$ cat src/rtl/alu_pkg.sv
// Shared ALU opcode type, legal opcode constants and the legality check.
package alu_pkg;

    localparam int unsigned OPW = 4;

    typedef logic [OPW-1:0] alu_op_t;

    localparam alu_op_t ALU_AND = 4'b0000;
    localparam alu_op_t ALU_OR  = 4'b0001;
    localparam alu_op_t ALU_ADD = 4'b0010;
    localparam alu_op_t ALU_SUB = 4'b0110;

    function automatic logic alu_op_legal(input alu_op_t op);
        return (op == ALU_AND) || (op == ALU_OR) || (op == ALU_ADD) || (op == ALU_SUB);
    endfunction

endpackage

$ cat src/rtl/alu.sv
// Existing arithmetic ALU: subtract on ALU_SUB, add otherwise.
module alu
    import alu_pkg::*;
#(
    parameter int unsigned XLEN = 64
) (
    input  logic [OPW-1:0]  ALUop,
    input  logic [XLEN-1:0] in1,
    input  logic [XLEN-1:0] in2,
    output logic [XLEN-1:0] out
);

    always_comb begin
        out = in1 + in2;
        if (alu_op_t'(ALUop) == ALU_SUB) begin
            out = in1 - in2;
        end
    end

endmodule

$ cat src/rtl/rr_arbiter.sv
// Round-robin arbiter: search starts one past last_i and wraps modulo N.
module rr_arbiter #(
    parameter  int unsigned N   = 4,
    localparam int unsigned IDW = $clog2(N)
) (
    input  logic [N-1:0]   req_i,
    input  logic [IDW-1:0] last_i,
    input  logic           en_i,
    output logic [N-1:0]   gnt_c_o,
    output logic [IDW-1:0] idx_c_o
);

    logic           found;
    logic [IDW-1:0] cand;

    always_comb begin
        gnt_c_o = '0;
        idx_c_o = '0;
        found   = 1'b0;
        cand    = '0;
        for (int unsigned k = 1; k <= N; k++) begin
            cand = IDW'((32'(last_i) + k) % N);
            if (!found && req_i[cand]) begin
                found   = 1'b1;
                idx_c_o = cand;
            end
        end
        if (en_i && found) begin
            gnt_c_o[idx_c_o] = 1'b1;
        end
    end

endmodule

$ cat src/rtl/alu_share_arb.sv
// Shares one ALU among NREQ requesters with a one-entry response buffer.
// Optional perf counters enabled by defining ALU_SHARE_ARB_PERF_EN.
module alu_share_arb
    import alu_pkg::*;
#(
    parameter  int unsigned XLEN = 64,
    parameter  int unsigned NREQ = 4,
    localparam int unsigned IDW  = $clog2(NREQ)
) (
    input  logic                 clk,
    input  logic                 rst_n,
    input  logic [NREQ-1:0]      req_valid,
    output logic [NREQ-1:0]      req_ready,
    input  logic [NREQ*OPW-1:0]  req_op,
    input  logic [NREQ*XLEN-1:0] req_a,
    input  logic [NREQ*XLEN-1:0] req_b,
    output logic                 rsp_valid,
    input  logic                 rsp_ready,
    output logic [IDW-1:0]       rsp_id,
    output logic [XLEN-1:0]      rsp_result,
    output logic                 rsp_zero,
    output logic                 rsp_err
`ifdef ALU_SHARE_ARB_PERF_EN
    ,
    input  logic                 perf_clr,
    output logic [NREQ*32-1:0]   perf_grant_cnt,
    output logic [31:0]          perf_stall_cnt
`endif
);

    localparam int unsigned CNTW = 32;

    logic            rsp_valid_q, rsp_valid_d;
    logic [IDW-1:0]  rsp_id_q, rsp_id_d;
    logic [XLEN-1:0] rsp_result_q, rsp_result_d;
    logic            rsp_zero_q, rsp_zero_d;
    logic            rsp_err_q, rsp_err_d;
    logic [IDW-1:0]  last_q, last_d;

    logic            can_issue_c;
    logic            arb_en_c;
    logic            fire_c;
    logic [NREQ-1:0] gnt_c;
    logic [IDW-1:0]  gnt_idx_c;
    alu_op_t         sel_op_c;
    logic [XLEN-1:0] sel_a_c, sel_b_c;
    logic [XLEN-1:0] alu_out_c;
    logic [XLEN-1:0] buf_res_c;
    logic            buf_err_c;

    assign can_issue_c = !rsp_valid_q || rsp_ready;
    assign arb_en_c    = can_issue_c && rst_n;
    assign fire_c      = |gnt_c;

    rr_arbiter #(
        .N (NREQ)
    ) u_arb (
        .req_i   (req_valid),
        .last_i  (last_q),
        .en_i    (arb_en_c),
        .gnt_c_o (gnt_c),
        .idx_c_o (gnt_idx_c)
    );

    assign req_ready = gnt_c;

    // Route the winning requester's opcode and operands to the ALU.
    always_comb begin
        sel_op_c = '0;
        sel_a_c  = '0;
        sel_b_c  = '0;
        for (int unsigned i = 0; i < NREQ; i++) begin
            if (gnt_idx_c == IDW'(i)) begin
                sel_op_c = alu_op_t'(req_op[OPW*i +: OPW]);
                sel_a_c  = req_a[XLEN*i +: XLEN];
                sel_b_c  = req_b[XLEN*i +: XLEN];
            end
        end
    end

    alu #(
        .XLEN (XLEN)
    ) u_alu (
        .ALUop (sel_op_c),
        .in1   (sel_a_c),
        .in2   (sel_b_c),
        .out   (alu_out_c)
    );

    // Logic ops and the illegal-op override sit in front of the buffer.
    always_comb begin
        buf_err_c = !alu_op_legal(sel_op_c);
        buf_res_c = '0;
        case (sel_op_c)
            ALU_AND:          buf_res_c = sel_a_c & sel_b_c;
            ALU_OR:           buf_res_c = sel_a_c | sel_b_c;
            ALU_ADD, ALU_SUB: buf_res_c = alu_out_c;
            default:          buf_res_c = '0;
        endcase
    end

    always_comb begin
        rsp_valid_d  = rsp_valid_q;
        rsp_id_d     = rsp_id_q;
        rsp_result_d = rsp_result_q;
        rsp_zero_d   = rsp_zero_q;
        rsp_err_d    = rsp_err_q;
        last_d       = last_q;
        if (fire_c) begin
            rsp_valid_d  = 1'b1;
            rsp_id_d     = gnt_idx_c;
            rsp_result_d = buf_res_c;
            rsp_zero_d   = (buf_res_c == '0);
            rsp_err_d    = buf_err_c;
            last_d       = gnt_idx_c;
        end else if (rsp_ready) begin
            rsp_valid_d  = 1'b0;
        end
    end

    always_ff @(posedge clk) begin
        if (!rst_n) begin
            rsp_valid_q  <= 1'b0;
            rsp_id_q     <= '0;
            rsp_result_q <= '0;
            rsp_zero_q   <= 1'b0;
            rsp_err_q    <= 1'b0;
            last_q       <= IDW'(NREQ - 1);
        end else begin
            rsp_valid_q  <= rsp_valid_d;
            rsp_id_q     <= rsp_id_d;
            rsp_result_q <= rsp_result_d;
            rsp_zero_q   <= rsp_zero_d;
            rsp_err_q    <= rsp_err_d;
            last_q       <= last_d;
        end
    end

    assign rsp_valid  = rsp_valid_q;
    assign rsp_id     = rsp_id_q;
    assign rsp_result = rsp_result_q;
    assign rsp_zero   = rsp_zero_q;
    assign rsp_err    = rsp_err_q;

`ifdef ALU_SHARE_ARB_PERF_EN
    logic [CNTW-1:0] grant_cnt_q [NREQ];
    logic [CNTW-1:0] grant_cnt_d [NREQ];
    logic [CNTW-1:0] stall_cnt_q, stall_cnt_d;

    // Saturating counters; clear wins over increment.
    always_comb begin
        stall_cnt_d = stall_cnt_q;
        for (int unsigned i = 0; i < NREQ; i++) begin
            grant_cnt_d[i] = grant_cnt_q[i];
        end
        if (perf_clr) begin
            stall_cnt_d = '0;
            for (int unsigned i = 0; i < NREQ; i++) begin
                grant_cnt_d[i] = '0;
            end
        end else begin
            for (int unsigned i = 0; i < NREQ; i++) begin
                if (gnt_c[i] && (grant_cnt_q[i] != '1)) begin
                    grant_cnt_d[i] = grant_cnt_q[i] + CNTW'(1);
                end
            end
            if ((|req_valid) && !can_issue_c && (stall_cnt_q != '1)) begin
                stall_cnt_d = stall_cnt_q + CNTW'(1);
            end
        end
    end

    always_ff @(posedge clk) begin
        if (!rst_n) begin
            stall_cnt_q <= '0;
            for (int unsigned i = 0; i < NREQ; i++) begin
                grant_cnt_q[i] <= '0;
            end
        end else begin
            stall_cnt_q <= stall_cnt_d;
            for (int unsigned i = 0; i < NREQ; i++) begin
                grant_cnt_q[i] <= grant_cnt_d[i];
            end
        end
    end

    always_comb begin
        perf_grant_cnt = '0;
        for (int unsigned i = 0; i < NREQ; i++) begin
            perf_grant_cnt[CNTW*i +: CNTW] = grant_cnt_q[i];
        end
    end

    assign perf_stall_cnt = stall_cnt_q;
`endif

endmodule

$ cat config.mk
export PLATFORM = sky130hd
export DESIGN_NAME = alu_share_arb
export DESIGN_NICKNAME = d
export VERILOG_FILES = /design/src/rtl/alu_pkg.sv /design/src/rtl/alu.sv /design/src/rtl/rr_arbiter.sv /design/src/rtl/alu_share_arb.sv
export SDC_FILE = /design/constraint.sdc
export NUM_CORES = 1
export LEC_CHECK = 0
export ABC_CLOCK_PERIOD_IN_PS = 9600
export CAP_MARGIN = 20
export CORE_AREA = 5 5 232 234
export DETAILED_ROUTE_END_ITERATION = 10
export DIE_AREA = 0 0 237 239
export HOLD_SLACK_MARGIN = 0.06
export MAX_ROUTING_LAYER = met4
export SLEW_MARGIN = 5
export SYNTH_ARGS = -nofsm -noshare
export SYNTH_HDL_FRONTEND = slang
export SYNTH_SLANG_ARGS = --single-unit
$ cat constraint.sdc
create_clock -name clk -period 9.6 [get_ports clk]
set_input_delay 0.96 -clock clk [delete_from_list [all_inputs] [get_ports clk]]
set_output_delay 0.96 -clock clk [all_outputs]
set_load 0.01 [all_outputs]
==> results by group, run 1 <==
CTS
  – Reg clk slew, reported paths: ~0.07 ns
  – # hold bufs at CTS: 0
  – CTS Buf Count: 9
  – Clock sink total: 71
  – Post-CTS setup repair buffer count: 0
  – CTS Buffer Depth: 2
  – Clk_lat worst skew: 0.35 ns
  – CTS H-tree depth: 3
  – CTS tree: built
  – CTS root buffer: clkbuf_16

Run status
  – Status: finished, final reports clean

Route
  – TritonRoute pass-1 iters: 6
  – Vias: 18098
  – Vias per cell: 5.538
  – DRC: 0
  – 1st-iter DRT viols: 1199
  – ANT nets after route: 0
  – WL final: 83790 um
  – Routed len/inst: 25.64 um

Timing
  – Final Cycle Share: between 90 and 100%
  – Relative slew slack: 28.40%
  – Fin crit period: 8.801 ns
  – Pins Over Slew Limit: 0
  – Final Hold Fails: 0
  – Worst-Margin Slew: 1.073 ns
  – RSZ-0062 raised after global routing: no
  – Setup tns final: 0 ns
  – Setup Viol. Count Final: 0
  – Max Freq: around 110 MHz
  – Final WS setup: ~0.80 ns
  – Clock skew: ~0.0073 ns

Power
  – Power share of the combinational group: 84.1%
  – Seq pwr share: 8.6%
  – Switching Fraction: 55.14%
  – Leakage: 8.429 nW
  – Pwr/cell area: 212.4 nW/um2
  – Cell internal power dissipation: slightly above 0.002 W
  – Worst VDD drop: 0.07770 mV
  – Switch Pwr: 0.002495 W
  – Clock share of power: roughly 7.4%

GRT
  – First-pass GRT wire length: 120700 um
  – Vias in the first global route: roughly 18000
  – GR Overflow Total: 0
  – Initial antenna violation count: 3
  – Largest net degree at the start of global routing: 79
  – Total global-route track usage: about 29%

Placement
  – Dpl ws: 0.2803 ns
  – Port Buf Inserts: 607
  – GPL Wtd Cong: ~1
  – Post-DP HPWL: a little over 70000 um

Yosys
  – Synth Flop Type: dfxtp_1
  – Synthesized flop and latch total: 71
  – Largest family of logic cells by synthesized area: simple AND/OR/NAND/NOR gates
  – Number of synthesized flops with an enable pin: 0
  – Mapped Avg Cell Area: 6.985 um2
  – Simple-gate share of the synthesized area: 25.02%
  – Yosys warnings: 0
  – Mapped cell area: between 10000 and 15000 um2
  – Synthesized-area fraction occupied by adder cells: just under 10%
  – Compound-Gate Fraction of Synth Area: 24.41%
  – Syn Inst Count: 2061
  – Post-Synth XOR/XNOR Area: 6.632%
  – Cell variety after synth: 84
  – Mux share of post-synthesis cell area: approximately 17%
  – Synth Net Count: 2663
  – FFs w/ async S/R, synth: 0%
  – Sequential fraction of the synthesis area: 9.874%

Worst setup path
  – Setup CP Type: input port to flip-flop
  – Crit path largest cell delay: between 0.6 and 0.7 ns
  – Reg-to-reg critical path endpoint: rsp_zero
  – Worst R2R Start: last_q[0]
  – Startpoint types: input port
  – WP data required: between 9 and 10 ns
  – Crit path top cell by count: or4_1
  – Worst-path fanout max: 38
  – CP bufs+invs: 2
  – Setup crit end kind: flip-flop
  – R2R Setup Slk: 1.32 ns
  – CP arrival: 9.09 ns
  – Slowest-stage cell, CP: or4_1
  – FF-to-FF path depth: 24
  – CP top delay family: simple AND/OR/NAND/NOR gates

Min path
  – WHS Endpoint: rsp_result[39]
  – Hold WC Path Type: flip-flop to flip-flop
  – WHS Path Cells: 2
  – Worst Hold Launch: rsp_result[39]

Job
  – Max-cap violations: 0

Floorplanning
  – Starting Density: between 20% and 30%
  – Die ar.: 56640 um2
  – I/O pin count: 608
  – Core area: around 52000 um2
  – Die width: 237 um
  – Num rows: 84
  – Vert. Die Dim: ~240 um

Finish
  – Synthesis-to-layout area growth: 48.00%
  – NumNets Final: approximately 3200
  – FILL cells: 5351
  – Layout cell share with drive strength beyond 1: 6.131%
## area by class of cell
type	instances	area [um2]	area share [%]
Tap cell	688	860.8	4.041
Sequential cell	71	1421	6.672
Clock buffer	9	225.2	1.057
Timing Repair Buffer	657	6471	30.38
Multi-Input combinational cell	1772	12020	56.40
Clock inverter	7	73.82	0.3465
Inverter	61	229.0	1.075
Antenna cell	3	7.507	0.03524
## power by group through the flow
stage               clock [W]  sequential [W]  combinational [W]
floorplan                   0        0.000416            0.00238
detailed placement          0        0.000394            0.00375
finish               0.000334        0.000387            0.00380
global placement            0        0.000392            0.00374
CTS                  0.000347        0.000387            0.00377
global route         0.000361        0.000394            0.00408
## cell usage after synthesis (14+ instances only)
master,count,share of area [%]
a211oi_1,18,0.94
a21o_1,35,1.8
a21oi_1,125,4.3
a22oi_1,19,0.99
a31oi_1,48,2.1
and3_1,50,2.2
buf_2,38,1.3
clkbuf_1,80,2.1
dfxtp_1,71,9.9
ha_1,66,5.7
inv_1,61,1.6
maj3_1,55,3.8
mux2_2,58,4.5
mux2i_1,181,13
nand2_1,351,9.2
nand2b_1,14,0.61
nand3_1,131,4.6
nand4_1,35,1.5
nor2_1,71,1.9
nor3_1,28,0.97
o211ai_1,20,1.0
o21a_1,18,0.94
o21ai_0,117,4.1
xnor2_1,70,4.3
xor2_1,39,2.4
## what timing repair did
action                                 in CTS  in global routing
gates resized for setup                     0                  1
endpoints found under the hold margin       0                  0
setup endpoints to repair                   0                  1
## placed cells by master, fill, tap and decap left out, types with 18 or more instances in the layout
master,count
a211oi_1,18
a21o_1,35
a21oi_1,124
a22oi_1,19
a31oi_1,48
and3_1,50
buf_4,48
clkdlybuf4s50_1,606
dfxtp_1,71
ha_1,66
inv_1,61
maj3_1,55
mux2_2,58
mux2i_1,181
nand2_1,350
nand3_1,130
nand4_1,35
nor2_1,71
nor3_1,26
o211ai_1,20
o21a_1,18
o21ai_0,117
xnor2_1,70
xor2_1,39
## flip-flops by register name, indices dropped and copies added (netlist names)
signal      count
rsp_valid       1
last_q          2
rsp_result     64
rsp_zero        1
rsp_err         1
rsp_id          2
## how the worst max path moves through the flow
stage	start	depth (start not counted)	endpoint	slack, ns
floorplan	req_valid[3]	29	rsp_zero	2.11
global route	req_valid[0]	28	rsp_zero	0.24
finish	req_valid[0]	25	rsp_zero	0.80
detailed placement	req_valid[0]	25	rsp_zero	0.28
global placement	req_valid[0]	27	rsp_zero	0.62
CTS	req_valid[0]	25	rsp_zero	0.65
## cell families after synthesis
family,count (synthesis)
adders and majority gates,125
DFF,71
buffers and inverters,218
AOI/OAI and AO/OA,536
xor gates and xnor gates,109
muxes,239
and+or+nand+nor,763
## routing by layer
layer,share of wire (%),global-route usage (%)
met5,0,-
met4,3.6,8.379
met3,4.6,3.034
met2,52,52.68
met1,40,32.64
## worst register-to-register path: stages (launching register included)
cell       delay [ns]
dfxtp_1          0.43
nor2b_1          0.70
o31a_2           0.43
buf_12           0.30
mux2i_1          0.32
mux2i_1          0.19
nor4_2           0.50
nand4_1          0.43
nor3_1           0.39
a41oi_1          0.18
xnor2_1          0.16
ha_1             0.42
nand4_2          0.22
or4_1            0.61
or4_1            0.49
a21oi_1          0.23
a211oi_1         0.13
xnor2_1          0.17
a2111oi_0        0.41
nand4_1          0.12
or4_1            0.46
nor4b_1          0.34
and4_1           0.24
and4_1           0.18
a31o_1           0.14
## per-stage QoR
stage / total power (W) / hold WS, ns / std cells / area, um2 / utilization [%]
6_report: 0.004524 / 0.4572 / 3268 / 21300 / 41.12
5_1_grt: 0.004834 / 0.4796 / 3267 / 21300 / 41.11
4_1_cts: 0.004502 / 0.4608 / 3265 / 21290 / 41.09
3_5_place_dp: 0.004140 / 0.4505 / 3249 / 20990 / 40.52
3_3_place_gp: 0.004132 / 0.4471 / 3249 / 20990 / 40.52
2_1_floorplan: 0.002798 / 0.4737 / 2061 / 14400 / -
(Power assumes the default switching activity.)
==> inputs of run 2 (changes only) <==
--- a/config.mk
+++ b/config.mk
@@ -7,9 +7,9 @@
 export LEC_CHECK = 0
 export ABC_CLOCK_PERIOD_IN_PS = 9600
 export CAP_MARGIN = 20
-export CORE_AREA = 5 5 232 234
+export CORE_AREA = 2 2 236 238
 export DETAILED_ROUTE_END_ITERATION = 10
-export DIE_AREA = 0 0 237 239
+export DIE_AREA = 0 0 238 240
 export HOLD_SLACK_MARGIN = 0.06
 export MAX_ROUTING_LAYER = met4
 export SLEW_MARGIN = 5
==> results by group, run 2 (synthesis gave the netlist of run 1 again) <==
Run status
  – Status: finished, final reports clean

Placement
  – GPL Wtd Cong: 1.006 (+0.73%)
  – Area after DPL: 21060 um2 (+0.33%)
  – Port Buf Inserts: 607 (unchanged)
  – Post-DP HPWL: 69450 um (-2.5%)

CTS
  – Clock sink total: 71 (unchanged)
  – CTS Buf Count: 9 (unchanged)
  – CTS H-tree depth: 3 (unchanged)
  – Clk_lat worst skew: 0.34 ns (about the same)
  – Reg clk slew, reported paths: 0.07 ns (about the same)
  – CTS Buffer Depth: 2 (unchanged)
  – CTS root buffer: clkbuf_16
  – CTS tree: built

Floorplanning
  – Core area: 54660 um2 (+5.5%)
  – Num rows: 86 (+2.4%)
  – Vert. Die Dim: 240 um (+0.42%)
  – Die width: 238 um (+0.42%)
  – Starting Density: 26.33% (-1.4 points)
  – I/O pin count: 608 (unchanged)
  – Die ar.: 57120 um2 (+0.84%)

Route
  – Vias: 18104 (+0.033%)
  – DRC: 0 (unchanged)
  – 1st-iter DRT viols: 1193 (-0.50%)
  – Routed len/inst: 24.87 um (-3.0%)
  – ANT nets after route: 0 (unchanged)
  – WL final: 81610 um (-2.6%)
  – Vias per cell: 5.518 (-0.36%)
  – TritonRoute pass-1 iters: 5 (-1)

Finish
  – Most frequent cells in the layout: clkdlybuf4s50_1, nand2_1, mux2i_1
  – Number of flip-flops in the largest register: 64 (unchanged)
  – Design area: 21390 um2 (+0.39%)
  – NumNets Final: 3174 (unchanged)
  – FILL cells: 5755 (+7.5%)
  – Synthesis-to-layout area growth: 48.58%
  – Commonest non-fill, non-tap cell in the layout: clkdlybuf4s50_1
  – Layout cell share with drive strength beyond 1: 6.095% (-0.036 points)

Worst setup path
  – Worst-path fanout max: 19 (-50%)
  – Setup crit start: req_valid[0]
  – R2R Setup Slk: 1.14 ns (-0.18 ns)
  – Crit path largest cell delay: 0.63 ns (+0.02 ns)
  – FF-to-FF path depth: 26 (+8.3%)
  – Startpoint types: input port
  – Slowest-stage cell, CP: o31a_2
  – WP data required: 9.89 ns (about the same)
  – Setup CP Type: input port to flip-flop
  – Reg-to-reg critical path endpoint: rsp_zero
  – CP endpoint: rsp_zero
  – Worst R2R Start: last_q[0]
  – Crit path top cell by count: or4_1
  – CP arrival: 9.29 ns (+0.20 ns)
  – Setup crit end kind: flip-flop

Power
  – Switching Fraction: 54.45% (-0.70 points)
  – Worst VDD drop: 0.08059 mV (+3.7%)
  – Pwr/cell area: 213.4 nW/um2 (+0.52%)
  – Clock share of power: 7.9% (+0.5 points)
  – Switch Pwr: 0.002486 W (-0.36%)
  – Power share of the combinational group: 83.6% (-0.5 points)
  – Seq pwr share: 8.5% (about the same)
  – Cell internal power dissipation: 0.002080 W (+2.5%)
  – Leakage: 8.447 nW (+0.22%)

GRT
  – First-pass GRT wire length: 117000 um (-3.0%)
  – Vias in the first global route: 18040 (-1.6%)
  – Total global-route track usage: 28.06% (-0.49 points)
  – Largest net degree at the start of global routing: 94 (+19%)
  – Initial antenna violation count: 1 (-2)
  – GR Overflow Total: 0 (unchanged)

Timing
  – Pins Over Slew Limit: 0 (unchanged)
  – Final Hold Fails: 0 (unchanged)
  – Setup Viol. Count Final: 0 (unchanged)
  – Final Cycle Share: 93.74% (+2.1 points)
  – Max Freq: 111.1 MHz (-2.2%)
  – Setup tns final: 0 ns (unchanged)
  – RSZ-0062 raised after global routing: no
  – Clock skew: 0.01205 ns (+0.004778 ns)
  – Final Hold Slack: 0.4529 ns (-0.004334 ns)
  – Worst-Margin Slew: 1.050 ns (-0.02358 ns)
  – Relative slew slack: 29.28% (+0.88 points)
  – Fin crit period: 8.999 ns (+0.1980 ns)

Min path
  – Hold WC Path Type: flip-flop to flip-flop

Job
  – Max-cap violations: 0 (unchanged)
-- run 2: power groups by stage --
stage               sequential, W  combinational, W  clock, W
finish                   0.000390           0.00381  0.000361
global placement         0.000396           0.00377         0
floorplan                0.000416           0.00238         0
detailed placement       0.000397           0.00376         0
CTS                      0.000391           0.00378  0.000372
global route             0.000398           0.00410  0.000383
-- run 2: critical path, delay by kind of cell --
family	cells	cell delay [ns]
adder cells (fa/ha/maj)	1	0.41
XOR/XNOR	2	0.35
buffers and inverters	3	1.03
AO/OA/AOI/OAI	7	2.20
multiplexers	2	0.51
AND/OR/NAND/NOR	12	3.81
-- run 2: metal layers --
layer  global-route usage [%]  vias to the layer above  share of wire (%)
met3                    2.618                      100                4.9
met1                    30.62                     8683                 39
met4                    8.731                        0                3.4
met5                        -                        -                  0
met2                    53.49                      701                 52
li1                         -                     8620                  -
-- run 2: worst min path at each step --
stage	start	endpoint	slack, ns	cells after the start
2_1_floorplan	rsp_result[20]	rsp_result[20]	0.47	2
6_report	rsp_result[20]	rsp_result[20]	0.45	2
3_3_place_gp	rsp_result[20]	rsp_result[20]	0.45	2
5_1_grt	rsp_result[23]	rsp_result[23]	0.48	2
4_1_cts	rsp_result[20]	rsp_result[20]	0.45	2
3_5_place_dp	rsp_result[20]	rsp_result[20]	0.44	2
-- run 2: final cells by class --
class	instances	area (um2)	share of cell area, %
multi-input cells	1772	12020	56.18
diodes	1	2.502	0.01170
repair buffers	657	6520	30.48
clock inverters	6	93.84	0.4388
well taps	704	880.8	4.118
inverters	61	229.0	1.071
flip-flops and latches	71	1421	6.646
clock buffers	9	225.2	1.053
-- run 2: repair_timing --
| action | in CTS | in global routing |
|---|---|---|
| setup endpoints to repair | 0 | 1 |
| setup buffers | 0 | 0 |
| resized for setup | 0 | 1 |
| hold buffers | 0 | 0 |
| hold endpoints to repair | 0 | 0 |
-- run 2: per-stage QoR --
stage / total power [W] / std cells / util (%) / setup slack, ns
global route: 0.004876 / 3281 / 39.13 / 0.1277
global placement: 0.004167 / 3263 / 38.46 / 0.5243
floorplan: 0.002798 / 2061 / - / 2.108
CTS: 0.004546 / 3280 / 39.12 / 0.5298
detailed placement: 0.004161 / 3265 / 38.53 / 0.1991
finish: 0.004565 / 3281 / 39.13 / 0.6013
==> inputs of run 3 (changes only) <==
--- a/config.mk
+++ b/config.mk
@@ -5,13 +5,12 @@
 export SDC_FILE = /design/constraint.sdc
 export NUM_CORES = 1
 export LEC_CHECK = 0
-export ABC_CLOCK_PERIOD_IN_PS = 9600
+export ABC_CLOCK_PERIOD_IN_PS = 11310
 export CAP_MARGIN = 20
 export CORE_AREA = 2 2 236 238
 export DETAILED_ROUTE_END_ITERATION = 10
 export DIE_AREA = 0 0 238 240
 export HOLD_SLACK_MARGIN = 0.06
-export MAX_ROUTING_LAYER = met4
 export SLEW_MARGIN = 5
 export SYNTH_ARGS = -nofsm -noshare
 export SYNTH_HDL_FRONTEND = slang
==> constraint.sdc (replaced) <==
create_clock -name clk -period 11.31 [get_ports clk]
set_input_delay 1.131 -clock clk [delete_from_list [all_inputs] [get_ports clk]]
set_output_delay 1.131 -clock clk [all_outputs]
set_load 0.01 [all_outputs]
==> results by group, run 3 (synthesis gave the netlist of run 1 again) <==
Placement
  – Port Buf Inserts: 607 (unchanged)
  – DP Cell Count: 3246 (-0.58%)
  – GPL Wtd Cong: 0.9458 (-6.0%)
  – Post-DP HPWL: 67500 um (-2.8%)

GRT
  – First-pass GRT wire length: 116100 um (-0.77%)
  – Met1 Resource Use GR: 29.93% (-0.69 points)
  – Vias in the first global route: 17645 (-2.2%)
  – Largest net degree at the start of global routing: 76 (-19%)
  – Met2 Track Usage GR: 53.21% (-0.28 points)
  – Initial antenna violation count: 3 (+2)
  – Total global-route track usage: 27.06% (-1.0 points)
  – Grt met3 use: 3.479% (+0.86 points)
  – Layer with the highest usage: met2
  – GR Overflow Total: 0 (unchanged)

Route
  – 1st-iter DRT viols: 1175 (-1.5%)
  – WL final: 80730 um (-1.1%)
  – Vias: 18000 (-0.57%)
  – Vias per cell: 5.516 (about the same)
  – DRC: 0 (unchanged)
  – Routed len/inst: 24.74 um (-0.53%)
  – TritonRoute pass-1 iters: 5 (unchanged)
  – ANT nets after route: 0 (unchanged)

Worst setup path
  – Setup crit end kind: flip-flop
  – Startpoint types: input port
  – WP data required: 11.60 ns (+1.71 ns)
  – FF-to-FF path depth: 24 (-7.7%)
  – CP arrival: 10.17 ns (+0.88 ns)
  – Setup CP Type: input port to flip-flop
  – Worst-path fanout max: 57 (+38)

Timing
  – Clock skew: 0.01259 ns (+0.0005350 ns)
  – Setup tns final: 0 ns (unchanged)
  – RSZ-0062 raised after global routing: no
  – Relative slew slack: 33.52% (+4.2 points)
  – Max Freq: between 100 and 150 MHz
  – Final Hold Fails: 0 (unchanged)
  – Fin crit period: 9.879 ns
  – Worst-Margin Slew: 0.9868 ns (-0.06298 ns)
  – Setup Viol. Count Final: 0 (unchanged)
  – Pins Over Slew Limit: 0 (unchanged)
  – Final Cycle Share: between 80% and 90%

Floorplanning
  – I/O pin count: 608 (unchanged)
  – Num rows: 86 (unchanged)
  – Vert. Die Dim: 240 um (unchanged)
  – Die ar.: 57120 um2 (unchanged)
  – Core area: 54660 um2 (unchanged)
  – Die width: 238 um (unchanged)
  – Starting Density: 26.33% (unchanged)

Min path
  – WHS Path Cells: 2 (unchanged)
  – Hold WC Path Type: flip-flop to flip-flop

CTS
  – Reg clk slew, reported paths: 0.07 ns (about the same)
  – Clk_lat worst skew: 0.35 ns (about the same)
  – Clock sink total: 71 (unchanged)
  – CTS H-tree depth: 3 (unchanged)
  – Post-CTS setup repair buffer count: 0 (unchanged)
  – Post-cts resize count: 0 (unchanged)
  – # hold bufs at CTS: 0 (unchanged)
  – CTS root buffer: clkbuf_16
  – CTS Buffer Depth: 2 (unchanged)
  – CTS tree: built
  – CTS Buf Count: 9 (unchanged)

Finish
  – Layout Cells excl Fill: 3263 (-0.55%)
  – Number of flip-flops in the largest register: 64 (unchanged)
  – Commonest non-fill, non-tap cell in the layout: clkdlybuf4s50_1
  – Synthesis-to-layout area growth: 47.00%
  – Most frequent cells in the layout: clkdlybuf4s50_1, nand2_1, mux2i_1
  – Layout cell share with drive strength beyond 1: 5.395% (-0.70 points)
  – NumNets Final: 3155 (-0.60%)

Power
  – Power share of the combinational group: 83.8% (+0.2 points)
  – Cell internal power dissipation: 0.001701 W (-18%)
  – Worst VDD drop: 0.06470 mV (-20%)
  – Seq pwr share: 8.7% (+0.2 points)
  – Pwr/cell area: 179.7 nW/um2 (-16%)
  – Clock share of power: 7.5% (-0.4 points)
  – Leakage: 8.334 nW (-1.3%)
  – Switch Pwr: 0.002103 W (-15%)
  – Switching Fraction: 55.28% (+0.84 points)

Run status
  – Status: finished, final reports clean

Job
  – Max-cap violations: 0 (unchanged)
-- run 3: critical path, stage by stage --
cell and delay (ns):
clkdlybuf4s50_1 0.49, a21oi_1 0.69, o31a_2 0.92, buf_12 0.40
mux2i_1 0.28, mux2i_1 0.18, nor4_2 0.51, nand4_1 0.48
nor3_1 0.48, a41oi_1 0.19, xnor2_1 0.16, ha_1 0.42
nand4_2 0.22, or4_1 0.61, or4_1 0.49, a21oi_1 0.26
a211oi_1 0.14, xnor2_1 0.18, a2111oi_0 0.40, nand4_1 0.13
or4_1 0.46, nor4b_1 0.36, and4_1 0.24, and4_1 0.18
a31o_1 0.13
-- run 3: layer usage --
layer  routed length, um  part of all wire [%]
met2               42570                    53
met4                2647                   3.3
met1               31080                    38
met5                  11                 0.014
met3                4420                   5.5
-- run 3: per-stage QoR --
stage                     power (W)  cell area [um2]  setup WS [ns]  hold slack [ns]  utilization [%]
after floorplan            0.002375            14400          3.647           0.4737                -
after global routing       0.004073            21160         0.8727           0.4741            38.71
after detailed placement   0.003483            20860          1.137           0.4445            38.16
final                      0.003803            21160          1.431           0.4537            38.71
after global placement     0.003483            20860          1.501           0.4455            38.16
after CTS                  0.003790            21160          1.495           0.4557            38.71
-- run 3: final cells by class --
class                           instances  area, um2
Timing Repair Buffer                  638       6316
Tap cell                              704      880.8
Clock buffer                            9      225.2
Clock inverter                          7      73.82
Inverter                               61      229.0
Fill cell                            5717      33500
Antenna cell                            1      2.502
Sequential cell                        71       1421
Multi-Input combinational cell       1772      12010
-- run 3: path summary, 6_finish.rpt --
kind / start / to / slack (ns)
worst max-delay path: req_valid[0] / rsp_zero / 1.43
worst min-delay path: rsp_result[39] / rsp_result[39] / 0.45
worst max register to register: last_q[1] / rsp_zero / 2.33
worst min register to register: rsp_result[39] / rsp_result[39] / 0.45
-- run 3: power groups by stage --
stage / clock, W / sequential [W] / combinational (W)
2_1_floorplan: 0 / 0.000353 / 0.00202
3_3_place_gp: 0 / 0.000336 / 0.00315
3_5_place_dp: 0 / 0.000337 / 0.00315
4_1_cts: 0.000295 / 0.000332 / 0.00316
5_1_grt: 0.000306 / 0.000337 / 0.00343
6_report: 0.000285 / 0.000331 / 0.00319
